$ cat src/rtl/instr_pack_pkg.sv
// Shared formats, opcode constants, state encoding and packing helpers for instr_packer.
package instr_pack_pkg;

  typedef enum logic [1:0] {
    FMT_R    = 2'b00,
    FMT_I    = 2'b01,
    FMT_J    = 2'b10,
    FMT_RSVD = 2'b11
  } fmt_e;

  typedef enum logic {
    ST_IDLE = 1'b0,
    ST_SLOT = 1'b1
  } state_e;

  localparam logic [5:0]  OP_SPECIAL        = 6'b000000;
  localparam logic [5:0]  OP_J              = 6'b000010;
  localparam logic [5:0]  OP_JAL            = 6'b000011;
  localparam logic [5:0]  OP_BEQ            = 6'b000100;
  localparam logic [5:0]  OP_BNE            = 6'b000101;
  localparam logic [5:0]  FUNCT_JR          = 6'b001000;
  localparam logic [31:0] NOP_WORD          = 32'h0000_0000;
  localparam logic [31:0] DEFAULT_BASE_ADDR = 32'h0000_3000;

  typedef struct packed {
    logic [31:0] addr;
    logic [31:0] instr;
  } fifo_entry_t;

  function automatic logic [31:0] pack_word(
    input fmt_e        f,
    input logic [5:0]  op,
    input logic [4:0]  rs,
    input logic [4:0]  rt,
    input logic [4:0]  rd,
    input logic [4:0]  shamt,
    input logic [5:0]  funct,
    input logic [15:0] imm,
    input logic [25:0] index
  );
    case (f)
      FMT_R:   return {op, rs, rt, rd, shamt, funct};
      FMT_I:   return {op, rs, rt, imm};
      FMT_J:   return {op, index};
      default: return NOP_WORD;
    endcase
  endfunction

  // Words that are followed by a branch delay slot.
  function automatic logic is_ctrl_xfer(
    input fmt_e       f,
    input logic [5:0] op,
    input logic [5:0] funct
  );
    return (f == FMT_J) ||
           (f == FMT_I && (op == OP_BEQ || op == OP_BNE)) ||
           (f == FMT_R && op == OP_SPECIAL && funct == FUNCT_JR);
  endfunction

endpackage

$ cat src/rtl/instr_pack_fifo.sv
// Synchronous DEPTH-entry FIFO of {addr, instr} with flush; head reads as zero while empty.
module instr_pack_fifo
  import instr_pack_pkg::*;
#(
  parameter int DEPTH = 2
) (
  input  logic        clk,
  input  logic        rst_n,
  input  logic        i_flush,
  input  logic        i_push,
  input  fifo_entry_t i_data,
  input  logic        i_pop,
  output fifo_entry_t o_data,
  output logic        o_full,
  output logic        o_empty
);

  localparam int AW = $clog2(DEPTH);

  fifo_entry_t r_mem [DEPTH];
  logic [AW:0] r_wr_ptr;
  logic [AW:0] r_rd_ptr;
  logic        w_push;
  logic        w_pop;

  assign o_empty = (r_wr_ptr == r_rd_ptr);
  assign o_full  = (r_wr_ptr[AW] != r_rd_ptr[AW]) &&
                   (r_wr_ptr[AW-1:0] == r_rd_ptr[AW-1:0]);
  assign w_push  = i_push && !o_full && !i_flush;
  assign w_pop   = i_pop && !o_empty && !i_flush;

  // NOTE: sequential state uses non-blocking assignments so every flop samples pre-edge values.
  always_ff @(posedge clk or negedge rst_n) begin
    if (!rst_n) begin
      r_wr_ptr <= '0;
      r_rd_ptr <= '0;
    end else if (i_flush) begin
      r_wr_ptr <= '0;
      r_rd_ptr <= '0;
    end else begin
      if (w_push) r_wr_ptr <= r_wr_ptr + 1'b1;
      if (w_pop)  r_rd_ptr <= r_rd_ptr + 1'b1;
    end
  end

  // NOTE: storage is not reset; the head is masked to zero while empty so outputs are defined.
  always_ff @(posedge clk) begin
    if (w_push) r_mem[r_wr_ptr[AW-1:0]] <= i_data;
  end

  assign o_data = o_empty ? '0 : r_mem[r_rd_ptr[AW-1:0]];

endmodule

$ cat src/rtl/instr_packer.sv
// Packs decoded MIPS fields into addressed 32-bit words and queues them in a small FIFO.
// Optional branch delay-slot nop insertion is enabled by defining INSTR_PACK_DELAY_SLOT_EN.
module instr_packer
  import instr_pack_pkg::*;
#(
  parameter logic [31:0] BASE_ADDR = DEFAULT_BASE_ADDR,
  parameter int          DEPTH     = 2
) (
  input  logic        clk,
  input  logic        reset,
  input  logic        restart,
  input  logic        in_valid,
  output logic        in_ready,
  input  logic [1:0]  fmt,
  input  logic [5:0]  opcode,
  input  logic [4:0]  rs,
  input  logic [4:0]  rt,
  input  logic [4:0]  rd,
  input  logic [4:0]  shamt,
  input  logic [5:0]  funct,
  input  logic [15:0] immediate,
  input  logic [25:0] instr_index,
  output logic        out_valid,
  input  logic        out_ready,
  output logic [31:0] out_instr,
  output logic [31:0] out_addr,
  output logic        err
);

  fmt_e        w_fmt;
  state_e      w_state;
  logic        w_full;
  logic        w_empty;
  logic        w_accept;
  logic        w_beat_push;
  logic        w_slot_push;
  logic        w_push;
  logic        w_pop;
  fifo_entry_t w_push_data;
  fifo_entry_t w_head;
  logic [31:0] r_addr;
  logic        r_err;

  assign w_fmt = fmt_e'(fmt);

  // in_ready depends only on registered state and restart, never on out_ready.
  assign in_ready    = !w_full && (w_state == ST_IDLE) && !restart;
  assign w_accept    = in_valid && in_ready;
  assign w_beat_push = w_accept && (w_fmt != FMT_RSVD);
  assign w_slot_push = (w_state == ST_SLOT) && !w_full && !restart;
  assign w_push      = w_beat_push || w_slot_push;
  assign w_pop       = out_valid && out_ready && !restart;

  // NOTE: every always_comb output gets a default first so no latch is inferred.
  always_comb begin
    w_push_data.addr  = r_addr;
    w_push_data.instr = NOP_WORD;
    if (!w_slot_push) begin
      w_push_data.instr = pack_word(w_fmt, opcode, rs, rt, rd, shamt, funct,
                                    immediate, instr_index);
    end
  end

  always_ff @(posedge clk or negedge reset) begin
    if (!reset) begin
      r_addr <= BASE_ADDR;
      r_err  <= 1'b0;
    end else if (restart) begin
      r_addr <= BASE_ADDR;
      r_err  <= 1'b0;
    end else begin
      if (w_push) r_addr <= r_addr + 32'd4;
      if (w_accept && w_fmt == FMT_RSVD) r_err <= 1'b1;
    end
  end

`ifdef INSTR_PACK_DELAY_SLOT_EN
  state_e r_state;
  state_e w_state_nxt;

  always_ff @(posedge clk or negedge reset) begin
    if (!reset) r_state <= ST_IDLE;
    else        r_state <= w_state_nxt;
  end

  always_comb begin
    w_state_nxt = r_state;
    if (restart) begin
      w_state_nxt = ST_IDLE;
    end else begin
      case (r_state)
        ST_IDLE: if (w_beat_push && is_ctrl_xfer(w_fmt, opcode, funct)) w_state_nxt = ST_SLOT;
        ST_SLOT: if (!w_full) w_state_nxt = ST_IDLE;
        default: w_state_nxt = ST_IDLE;
      endcase
    end
  end

  assign w_state = r_state;
`else
  assign w_state = ST_IDLE;
`endif

  instr_pack_fifo #(
    .DEPTH (DEPTH)
  ) u_fifo (
    .clk     (clk),
    .rst_n   (reset),
    .i_flush (restart),
    .i_push  (w_push),
    .i_data  (w_push_data),
    .i_pop   (w_pop),
    .o_data  (w_head),
    .o_full  (w_full),
    .o_empty (w_empty)
  );

  assign out_valid = !w_empty;
  assign out_instr = w_head.instr;
  assign out_addr  = w_head.addr;
  assign err       = r_err;

endmodule

$ cat config.mk
export PLATFORM = sky130hd
export DESIGN_NAME = instr_packer
export DESIGN_NICKNAME = d
export VERILOG_FILES = /design/src/rtl/instr_pack_pkg.sv /design/src/rtl/instr_pack_fifo.sv /design/src/rtl/instr_packer.sv
export SDC_FILE = /design/constraint.sdc
export NUM_CORES = 1
export LEC_CHECK = 0
export CAP_MARGIN = 10
export CORE_ASPECT_RATIO = 1.1
export CORE_MARGIN = 2
export CORE_UTILIZATION = 50
export CTS_CLUSTER_SIZE = 20
export DETAILED_ROUTE_END_ITERATION = 10
export PLACE_DENSITY_LB_ADDON = 0.12
export SLEW_MARGIN = 25
export SYNTH_ARGS = -nofsm -noshare
export SYNTH_HDL_FRONTEND = slang
export SYNTH_SLANG_ARGS = --single-unit
$ cat constraint.sdc
create_clock -name clk -period 5.8 [get_ports clk]
set_input_delay 0.58 -clock clk [delete_from_list [all_inputs] [get_ports clk]]
set_output_delay 0.58 -clock clk [all_outputs]
set_load 0.01 [all_outputs]
Yosys cells after proc, flatten, opt, wreduce, memory -nomap -nowiden
Memories as Yosys holds them, arrays and structs flattened.
Index checks and enable logic that the tools add are counted.
{"block": "op_classes", "muxes": 12, "n_addsub": 3, "n_reduce_logical": 19, "eq_ne": 7}
{"op": "$pmux 32 s3", "count": 1}
{"op": "$mux 32", "count": 2}
{"op": "$mux 64", "count": 1}
{"op": "$add 32x3->32 const B", "count": 1}
{"op": "$logic_and 1x1->1", "count": 11}
{"op": "$mux 2", "count": 4}
{"op": "$reduce_bool 2->1", "count": 4}
{"op": "$add 2x1->2 const B", "count": 2}
{"op": "$eq 2x2->1 const B", "count": 2}
{"op": "$mux 1", "count": 4}
{"op": "$logic_not 1->1", "count": 3}
{"op": "$eq 2x1->1 const B", "count": 1}
{"op": "$eq 2x2->1", "count": 1}
{"op": "$logic_not 2->1", "count": 1}
{"op": "$ne 2x2->1 const B", "count": 1}
{"op": "$eq 1x1->1", "count": 1}
{"op": "$ne 1x1->1", "count": 1}
{"block": "word_totals", "output_inout_bits": 67, "mem_count": 1, "wordCells": 46, "inputBits": 81, "register_bits": 37, "ram_bits": 128}
{"memory": "u_fifo.r_mem", "depth": 2, "word_bits": 64, "rd": 1, "rd_ports_with_merged_regs": 0, "wr": 1, "line_no": "instr_pack_fifo.sv:20", "source": "fifo_entry_t r_mem [DEPTH];"}

Depth between registers and ports, before layout
Gate-level depths: netlist of the first run.
{"block": "logic_depth", "word_depth": 10, "ltp_mapped": 8, "depth_no_buf": 6}

Hierarchy
Synthesis of the first run repeated with hierarchy kept, for this count alone.
{"block": "hier_totals", "cells_unflattened": 580, "area_unflattened_um2": 7294.5}
{"mod": "instr_pack_fifo", "area_each_um2": 5098.6, "seq_area_each_um2": 3943.8, "cells_each": 302, "n_inst": 1}
{"mod": "instr_packer", "area_each_um2": 2195.9, "seq_area_each_um2": 778.2, "cells_each": 278, "n_inst": 1}

Least setup slack after synthesis of the first run
Ideal clock, no wire load.
{"block": "synth_timing", "kind": "in2reg", "from": "input fmt[0]", "to": "memory u_fifo.r_mem[1][0] in the netlist's numbering, enable pin", "path_buffers": 3, "required_time_ps": 5315, "path_stages": 6, "setup_time_ps": 485, "slack_ps": 1255, "arrival_time_ps": 4060, "path_cell_list": "clkbuf_1 nand2_1 o2111ai_1 buf_2 buf_1 nor2_1"}
{"block": "synth_between", "elab_chain_len": 6}
{"element": "start, declared", "line_no": "instr_packer.sv:14", "source": "input logic [1:0] fmt,"}
{"element": "$ne 2x2->1", "line_no": "instr_packer.sv:49", "source": "assign w_beat_push = w_accept && (w_fmt != FMT_RSVD);"}
{"element": "$logic_and 1x1->1", "line_no": "instr_packer.sv:49"}
{"element": "$logic_and 1x1->1 (2 in a row)", "line_no": "instr_pack_fifo.sv:29", "source": "assign w_push = i_push && !o_full && !i_flush;"}
{"element": "$mux 1", "line_no": "instr_pack_fifo.sv:48", "source": "if (w_push) r_mem[r_wr_ptr[AW-1:0]] <= i_data;"}
{"element": "$mux 1 (implied by the code)", "line_no": "instr_pack_fifo.sv:48"}
{"element": "end, declared", "line_no": "instr_pack_fifo.sv:20"}
No other way between the ends.

Worst setup path in the final report of the first run
{"block": "layout_timing", "from": "register u_fifo.r_rd_ptr[1]", "to": "output out_addr[6]"}
{"block": "layout_between", "elab_chain_len": 2}
{"element": "start, declared", "line_no": "instr_pack_fifo.sv:22", "source": "logic [AW:0] r_rd_ptr;"}
{"element": "start signal, assigned", "line_no": "instr_pack_fifo.sv:42", "source": "if (w_pop) r_rd_ptr <= r_rd_ptr + 1'b1;"}
{"element": "$eq 2x2->1", "line_no": "instr_pack_fifo.sv:26", "source": "assign o_empty = (r_wr_ptr == r_rd_ptr);"}
{"element": "$mux 64", "line_no": "instr_pack_fifo.sv:51", "source": "assign o_data = o_empty ? '0 : r_mem[r_rd_ptr[AW-1:0]];"}
{"element": "end, declared", "line_no": "instr_packer.sv:26", "source": "output logic [31:0] out_addr,"}
No other way between the ends.

==> results, run 1 <==
- The run finished with clean final reports.
- The vertical extent of the die is 128 um.
- The area fraction in compound gates after synthesis is 3.17%.
- The core region is 13700 sq um.
- The number of maximum-capacitance constraint violations is 0.
- For this design the ratio of total power to cell area is 312 nW/um^2.
- After Yosys synthesis, XOR and XNOR cells account for 3.76% of the synthesized area.
- Among all cell types in the netlist, the one instantiated most often is edfxtp_1.
- The mean post-synth cell area is 12.5 sq um.
- After the first detailed-routing iteration, the DRC count stood at 232.
- Sequential cells were found to cover 65.8% of the synthesized design area.
- The detail-routed net length per standard cell is 16.8 um.
- The number of hold buffers added after CTS was 0.
- Cells with a size suffix above 1 make up 7.01% of the layout.
- The floorplan step defined a die boundary enclosing 14900 sq um.
- In the synthesized netlist, the number of instances is 559.
- The initial core utilization is 50.9%.
- Once the clock tree was built, the resizer swapped 0 gates to a different size.
- The area growth from synthesis to layout is 32.8%.
- After synthesis, the largest family of logic cells by area is simple AND/OR/NAND/NOR gates.
- The worst setup path is captured at an output port.
- The cell at the root of the clock tree is clkbuf_16.
- After Yosys synthesis, full adders, half adders and majority gates account for 0.179% of the synthesized area.
- In this run the cell area measured after placement is 8650 sq um.
- In this run the count of I/O pins placed on the die edge is 148.
- edfxtp_1 takes more of the synthesized area than any other cell.
- The number of buffers between clock root and the deepest sink is 2.
- The commonest cells after synthesis are edfxtp_1 (124), nor2_1 (92), mux2i_1 (78), nand2_1 (46), dfrtp_1 (33).
- The routed wire length is 15100 um.
- For this run, the leading register cell type out of synthesis is edfxtp_1.
- The TritonCTS clock tree is built.
- Entering global routing, the biggest net connects 65 pins.
- The synthesized cell area is 6990 sq um.
- For this run, the number of Yosys warnings is 0.
- The final count of pins violating max slew is 0.
- In the routed layout, each cell is associated on average with a via count of 5.22.
- The width of the die is 117 um.
- For this run, the top clock speed supported by timing is 293 MHz.
- Yosys mapped a number of flops with a built-in enable equal to 124.
- The global-route wire length before repair is 23600 um.
- The number of input and output port buffers inserted is 145.
- The detailed router placed 4701 vias in this run.
- The register bit total from synthesis is 159.
- The final routed DRC violation total is 0.
- After clock tree synthesis, the setup repair step added 0 buffers.
- Counting the buffers created by CTS gives 17.
- After global routing the overflow that remains totals 0.
- The worst-case IR drop observed on VDD is 0.219 mV.
- Multiplexer cells account for 11.2% of the synthesized area.
- The setup skew after layout is 0.00836 ns.
- Summing the areas of all and, or, nand and nor instances in the mapped netlist gives 13.1% of the synthesized area.
- The number of global-route vias before repair is 4763.
- The detail route stage leaves a number of antenna-violating nets equal to 0.
- Summing all multi-input logic gate instances after layout gives 2220 sq um.
- The first detailed-routing pass ran for 4 iterations.
- The min-delay analysis places its worst path in the category flip-flop to flip-flop.
- Summed over all cells, the static leakage comes to 3.19 nW.
- The maximum fanout count along the critical path is 38.
- The clock transition time at the flip-flop clock pins of the worst setup and hold paths is 0.06 ns.
- The worst path needs 3.41 ns of the cycle, external delays included.
- Fill cells in the final layout number 1062.
- The initial antenna violation count is 0.
- The number of distinct standard cells referenced by the synthesized netlist is 37.
- By area the synthesized netlist is led by edfxtp_1 (53%), dfrtp_1 (12%), mux2i_1 (11%), nor2_1 (4.9%), xnor2_1 (2.9%).
- The area share of the largest cell type after synthesis is 53.2%.
- The final design utilization is 67.6%.
- The routability congestion estimate is 0.783.
- The startpoint type of the worst setup path is a flip-flop.
- The clock net in this run drives a total of 159 sinks.
- The net count of the finished layout is 782.
- The type of the worst setup path is flip-flop to output port.
- Global routing used 20.9% of the available tracks.
- The HPWL after detailed placement is 9940 um.
- In this run the tightest slew margin relative to its limit is 47.1%.
- The final antenna diode count is 0.
- Setup repair after global routing left no endpoint under its margin.
- In this run, placement finished with an instance count of 869.
- The H-tree was split into 4 levels.
- In the final layout, flip-flops and latches occupy 4610 sq um.
- The number of placement rows is 45.
- Data arrives at the worst endpoint at 2.83 ns.
- Summed over all failing endpoints, the final setup total negative slack is 0 ns.
- At the pin with the least slew margin, the transition time is 0.794 ns.
- The final standard cell area without fillers is 9290 sq um.
- The hold violation total from the final report is 0.
- Of the available clock period, the critical path in the final layout requires 58.7%.
- The worst-skew pair later-pin latency is 0.42 ns.
- The share of async-settable or async-resettable flops after synthesis is 22.0%.
- The number of failing setup endpoints in the final timing report is 0.
- The number of standard cells in the final layout excluding fillers is 901.
- The required time at the endpoint of the critical path is 5.22 ns.
- The total power draw is 0.00290 W.
[state kept, by name, summed over array words and instances (netlist names)]
register / cells
u_fifo.r_rd_ptr: 2
r_addr: 30
u_fifo.r_wr_ptr: 2
err: 1
u_fifo.r_mem: 124
[layer usage]
metal	track usage [%]	routed length (um)	vias up	part of all wire (%)
li1	-	-	2280	-
met1	24.6	5970	2263	40
met2	37.1	7940	144	53
met3	5.11	992	14	6.6
met4	7.47	201	0	1.3
met5	0	0	-	0
[path summary, 6_finish.rpt]
path	cells after the start	to	start	slack, ns
max	5	out_addr[6]	u_fifo.r_rd_ptr[1]	2.39
min	0	u_fifo.r_mem[1][41]	r_addr[9]	0.52
max reg2reg	5	u_fifo.r_mem[0][46]	u_fifo.r_rd_ptr[1]	3.07
min reg2reg	0	u_fifo.r_mem[1][41]	r_addr[9]	0.52
max in group asynchronous	2	u_fifo.r_rd_ptr[0]	reset	4.85
min in group asynchronous	2	r_addr[22]	reset	0.58
[cell usage in the layout, fill, tap and decap left out, drive strengths merged, types with 3 or more instances in the layout]
master,instances
and2,10
nand4,8
edfxtp,124
clkinvlp,4
o22ai,6
nor2,92
xor2,7
clkinv,3
o21ai,24
buf,11
dfrtp,33
clkbuf,19
a21oi,4
bufinv,4
clkdlybuf4s50,145
and4,6
mux2i,78
inv,16
nor4,13
or3,4
nand2,46
nand3,11
nor3,6
xnor2,23
[critical path: stages (launching register included)]
cell and delay (ns):
dfrtp_1 0.40, xnor2_1 0.35, and2_2 0.57, buf_4 0.47, nor2_1 0.11, clkdlybuf4s50_1 0.50
[cell type report]
type | count | share of cell area (%)
well taps | 188 | 2.53
clock buffers | 19 | 4.77
flip-flops and latches | 159 | 49.6
repair buffers | 156 | 16.6
multi-input cells | 352 | 24.0
clock inverters | 13 | 2.01
inverters | 14 | 0.566
[stage by stage]
| stage | hold WS (ns) | setup slack, ns |
|---|---|---|
| after floorplan | 0.284 | 1.26 |
| after global placement | 0.493 | 2.32 |
| after detailed placement | 0.491 | 2.27 |
| after CTS | 0.519 | 2.33 |
| after global routing | 0.545 | 2.13 |
| final | 0.521 | 2.39 |
[cells by family after synthesis]
logic type | count (synthesis)
compound gates | 39
xor+xnor | 30
fa+ha+maj | 1
buf+inv | 49
flops | 159
mux | 78
other cells | 1
simple gates | 202
[power by group]
part | internal, W | switching (W)
combinational | 0.000232 | 0.000229
clock | 0.000733 | 0.000433
sequential | 0.00126 | 0.0000107
total | 0.00223 | 0.000673
No activity file was read; power rests on OpenSTA's default activity.
==> run 2, diff against run 1 <==
- clock period: 5.8 -> 3.3 ns (I/O delays scaled with it)
==> run 2 against run 1 <==
  * Core utilization up 0.15 points
  * Sequential cell count unchanged
  * Highest routed layer unchanged
  * Via count up 1.1%
  * Final area up 0.22%
  * First-iteration DRC count down 5.6%
  * Sequential power up 78%
  * Clock skew about the same
  * Total power up 74%
  * Wire length down 0.56%
  * Die area unchanged
  * Sequential share of layout area down 0.11 points
==> results, run 2 (synthesis results as in run 1) <==
- The flow ran to the end, and the final reports show no timing, DRC or antenna violations.
- At the worst endpoint, the arrival time is 2.49 ns.
- Cells fill 67.7% of the core in the end.
- Global routing finished with a remaining overflow of 0.
- The DRC violation total after the first TritonRoute iteration is 219.
- The worst setup path is captured at an output port.
- The required time at the endpoint of the critical path is 2.97 ns.
- The post-route fraction of the period consumed by the critical path is 85.5%.
- The post-route netlist has 7.10% of its cells at a drive strength greater than 1.
- The TritonCTS clock tree is built.
- The number of antenna diodes in the final layout is 0.
- The type of the worst setup path is flip-flop to output port.
- The critical path goes through xnor2_1 -> and2_2 -> buf_4 -> nor2_1 -> clkdlybuf4s50_1.
- Once layout is done, the placed cells without fillers occupy 9310 sq um.
- The full die area is 14900 sq um.
- The final count of pins violating max slew is 0.
- The initial antenna violation count was 0.
- The maximum fanout count along the critical path is 38.
- The routability congestion estimate is 0.753.
- In the final design database the tool counted 787 nets.
- The number of failing setup endpoints in the final timing report is 0.
- The layout-stage area growth over the synthesis result is 33.1%.
- In this run the critical register-to-register path is launched from u_fifo.r_rd_ptr[0].
- Counting every sink on the clock net gives 159.
- The path type of the worst min-delay path is input pin to async pin.
- In the final routed layout, each cell accounts on average for 16.6 um.
- The multi-input combinational cells in the finished layout cover a total of 2220 sq um.
- The routed design could run at a clock period as short as 2.82 ns.
- The register with the most flip-flops in the layout has 124 of them.
- The layout has 1045 filler cells.
- The HPWL after detailed placement is 9910 um.
- Input and output buffers added on the ports amount to 145.
- The number of global-route vias before repair came to 4728.
- The longest clock path from root to sink contains 2 buffers.
- The region available for standard cell placement spans 13700 sq um.
- After detailed placement, the total cell area comes to 8690 sq um.
- The number of placement rows is 45.
- The hold violation total from the final report came to 0.
- On the worst path, the slowest cell contributes a delay of 0.65 ns.
- The width of the die is 117 um.
- The highest achievable clock rate is 355 MHz.
- The library cells used most frequently in the layout, excluding fill and tap cells, are clkdlybuf4s50_1 (144), edfxtp_1 (124), nor2_1 (90).
- The total power per unit cell area is 543 nW/um^2.
- Setup repair after global routing left no endpoint under its margin.
- Once detail routing completed, the nets flagged for antenna violations numbered 0.
- The routed wire length is 15000 um.
- The length of the first detailed-routing pass in iterations is 4.
- Entering global routing, the biggest net connects 44 pins.
- The worst setup path is launched from a flip-flop.
- The number of H-tree levels is 4.
- The leakage component of the power is 3.20 nW.
- The number of maximum-capacitance constraint violations is 0.
- The cell type of the slowest stage on the worst timing path is dfrtp_4.
- Setup slack on the worst reg-to-reg path comes out at 0.88 ns.
- The worst-skew pair later-pin latency is 0.42 ns.
- The maximum vdd drop is 0.357 mV.
- In this run the tightest slew margin relative to its limit is 61.3%.
- The clock arrives with 0.00814 ns of skew.
- The most frequent standard cell in the layout excluding fill and tap cells is clkdlybuf4s50_1.
- The number of clock buffers inserted by TritonCTS is 17.
- The global-route wire length before repair is 22900 um.
- In this run the critical register-to-register path is captured at u_fifo.r_mem[1][34].
- Clock-pin slew was measured on the worst setup and hold paths at 0.06 ns.
- The cell at the root of the clock tree is clkbuf_16.
- The least setup slack across all paths after layout is 0.479 ns.
- Prior to clock tree synthesis, the placed netlist has a worst setup slack of 0.801 ns.
- The aggregate global-route resource usage is 20.4%.
- The number of primary I/O pins is 148.
- The routed layout has 4751 vias.
- Summed over all failing endpoints, the final setup total negative slack is 0 ns.
- The flip-flop and latch area is 4610 sq um.
- The final routed DRC violation total is 0.
- The average via count per standard cell is 5.24.
- The slew at the pin closest to its max-slew limit is 0.580 ns.
- Measured along the y axis, the die boundary spans 128 um.
- The number of cells on the worst reg-to-reg path is 5.
- For this configuration, the core starts out at a cell density of 50.9%.
-- run 2: routing by layer --
layer	up-vias	global-route usage, %	share of wire [%]
met2	148	37.0	52
met5	-	0	0
met1	2300	23.6	40
met4	0	6.44	1.0
li1	2289	-	-
met3	14	4.78	6.6
-- run 2: worst max path at each step --
stage	startpoint	to	slack, ns	depth (start not counted)
6_report	u_fifo.r_rd_ptr[0]	out_instr[5]	0.48	5
5_1_grt	u_fifo.r_rd_ptr[0]	out_instr[5]	0.37	5
4_1_cts	u_fifo.r_rd_ptr[0]	out_instr[5]	0.45	5
3_5_place_dp	fmt[0]	u_fifo.r_mem[1][2]	0.80	6
3_3_place_gp	fmt[0]	u_fifo.r_mem[1][43]	0.84	6
2_1_floorplan	u_fifo.r_rd_ptr[1]	u_fifo.r_mem[1][0]	0.04	5
-- run 2: what timing repair did --
item	in CTS	in global routing
hold buffers	0	1
resized for setup	0	0
hold endpoints to repair	0	20
setup buffers	0	0
-- run 2: critical path: cells and delay by family, from the launching register on --
| kind | cells | cell delay (ns) |
|---|---|---|
| xor+xnor | 1 | 0.19 |
| buf+inv | 2 | 0.85 |
| simple gates | 2 | 0.37 |
| flops | 1 | 0.65 |
-- run 2: power by group --
part	total, W	leakage (nW)	internal [W]	switching [W]
combinational	0.000802	1.32	0.000416	0.000387
sequential	0.00226	1.60	0.00222	0.0000386
clock	0.00199	0.285	0.00126	0.000728
total	0.00505	3.20	0.00390	0.00115
-- run 2: per-stage QoR --
step / hold slack [ns] / cells / power (W)
after floorplan: 0.0344 / 560 / 0.00268
after global placement: 0.471 / 873 / 0.00310
after detailed placement: 0.493 / 873 / 0.00311
after CTS: 0.506 / 905 / 0.00509
after global routing: 0.456 / 906 / 0.00523
final: 0.418 / 906 / 0.00505
-- run 2: area by class of cell --
cell class                 instances  share of cell area, %
tap                              188                   2.53
clock buffer                      21                   4.73
multi-input combinational        352                   23.9
clock inverter                    11                   1.77
sequential                       159                   49.5
inverter                          14                  0.565
timing repair buffer             161                   17.0
==> run 3, diff against run 2 <==
- SLEW_MARGIN: 25 -> 20
==> results of run 3 <==
Same layout as run 2: the final DEF is identical, and so are final timing and power.
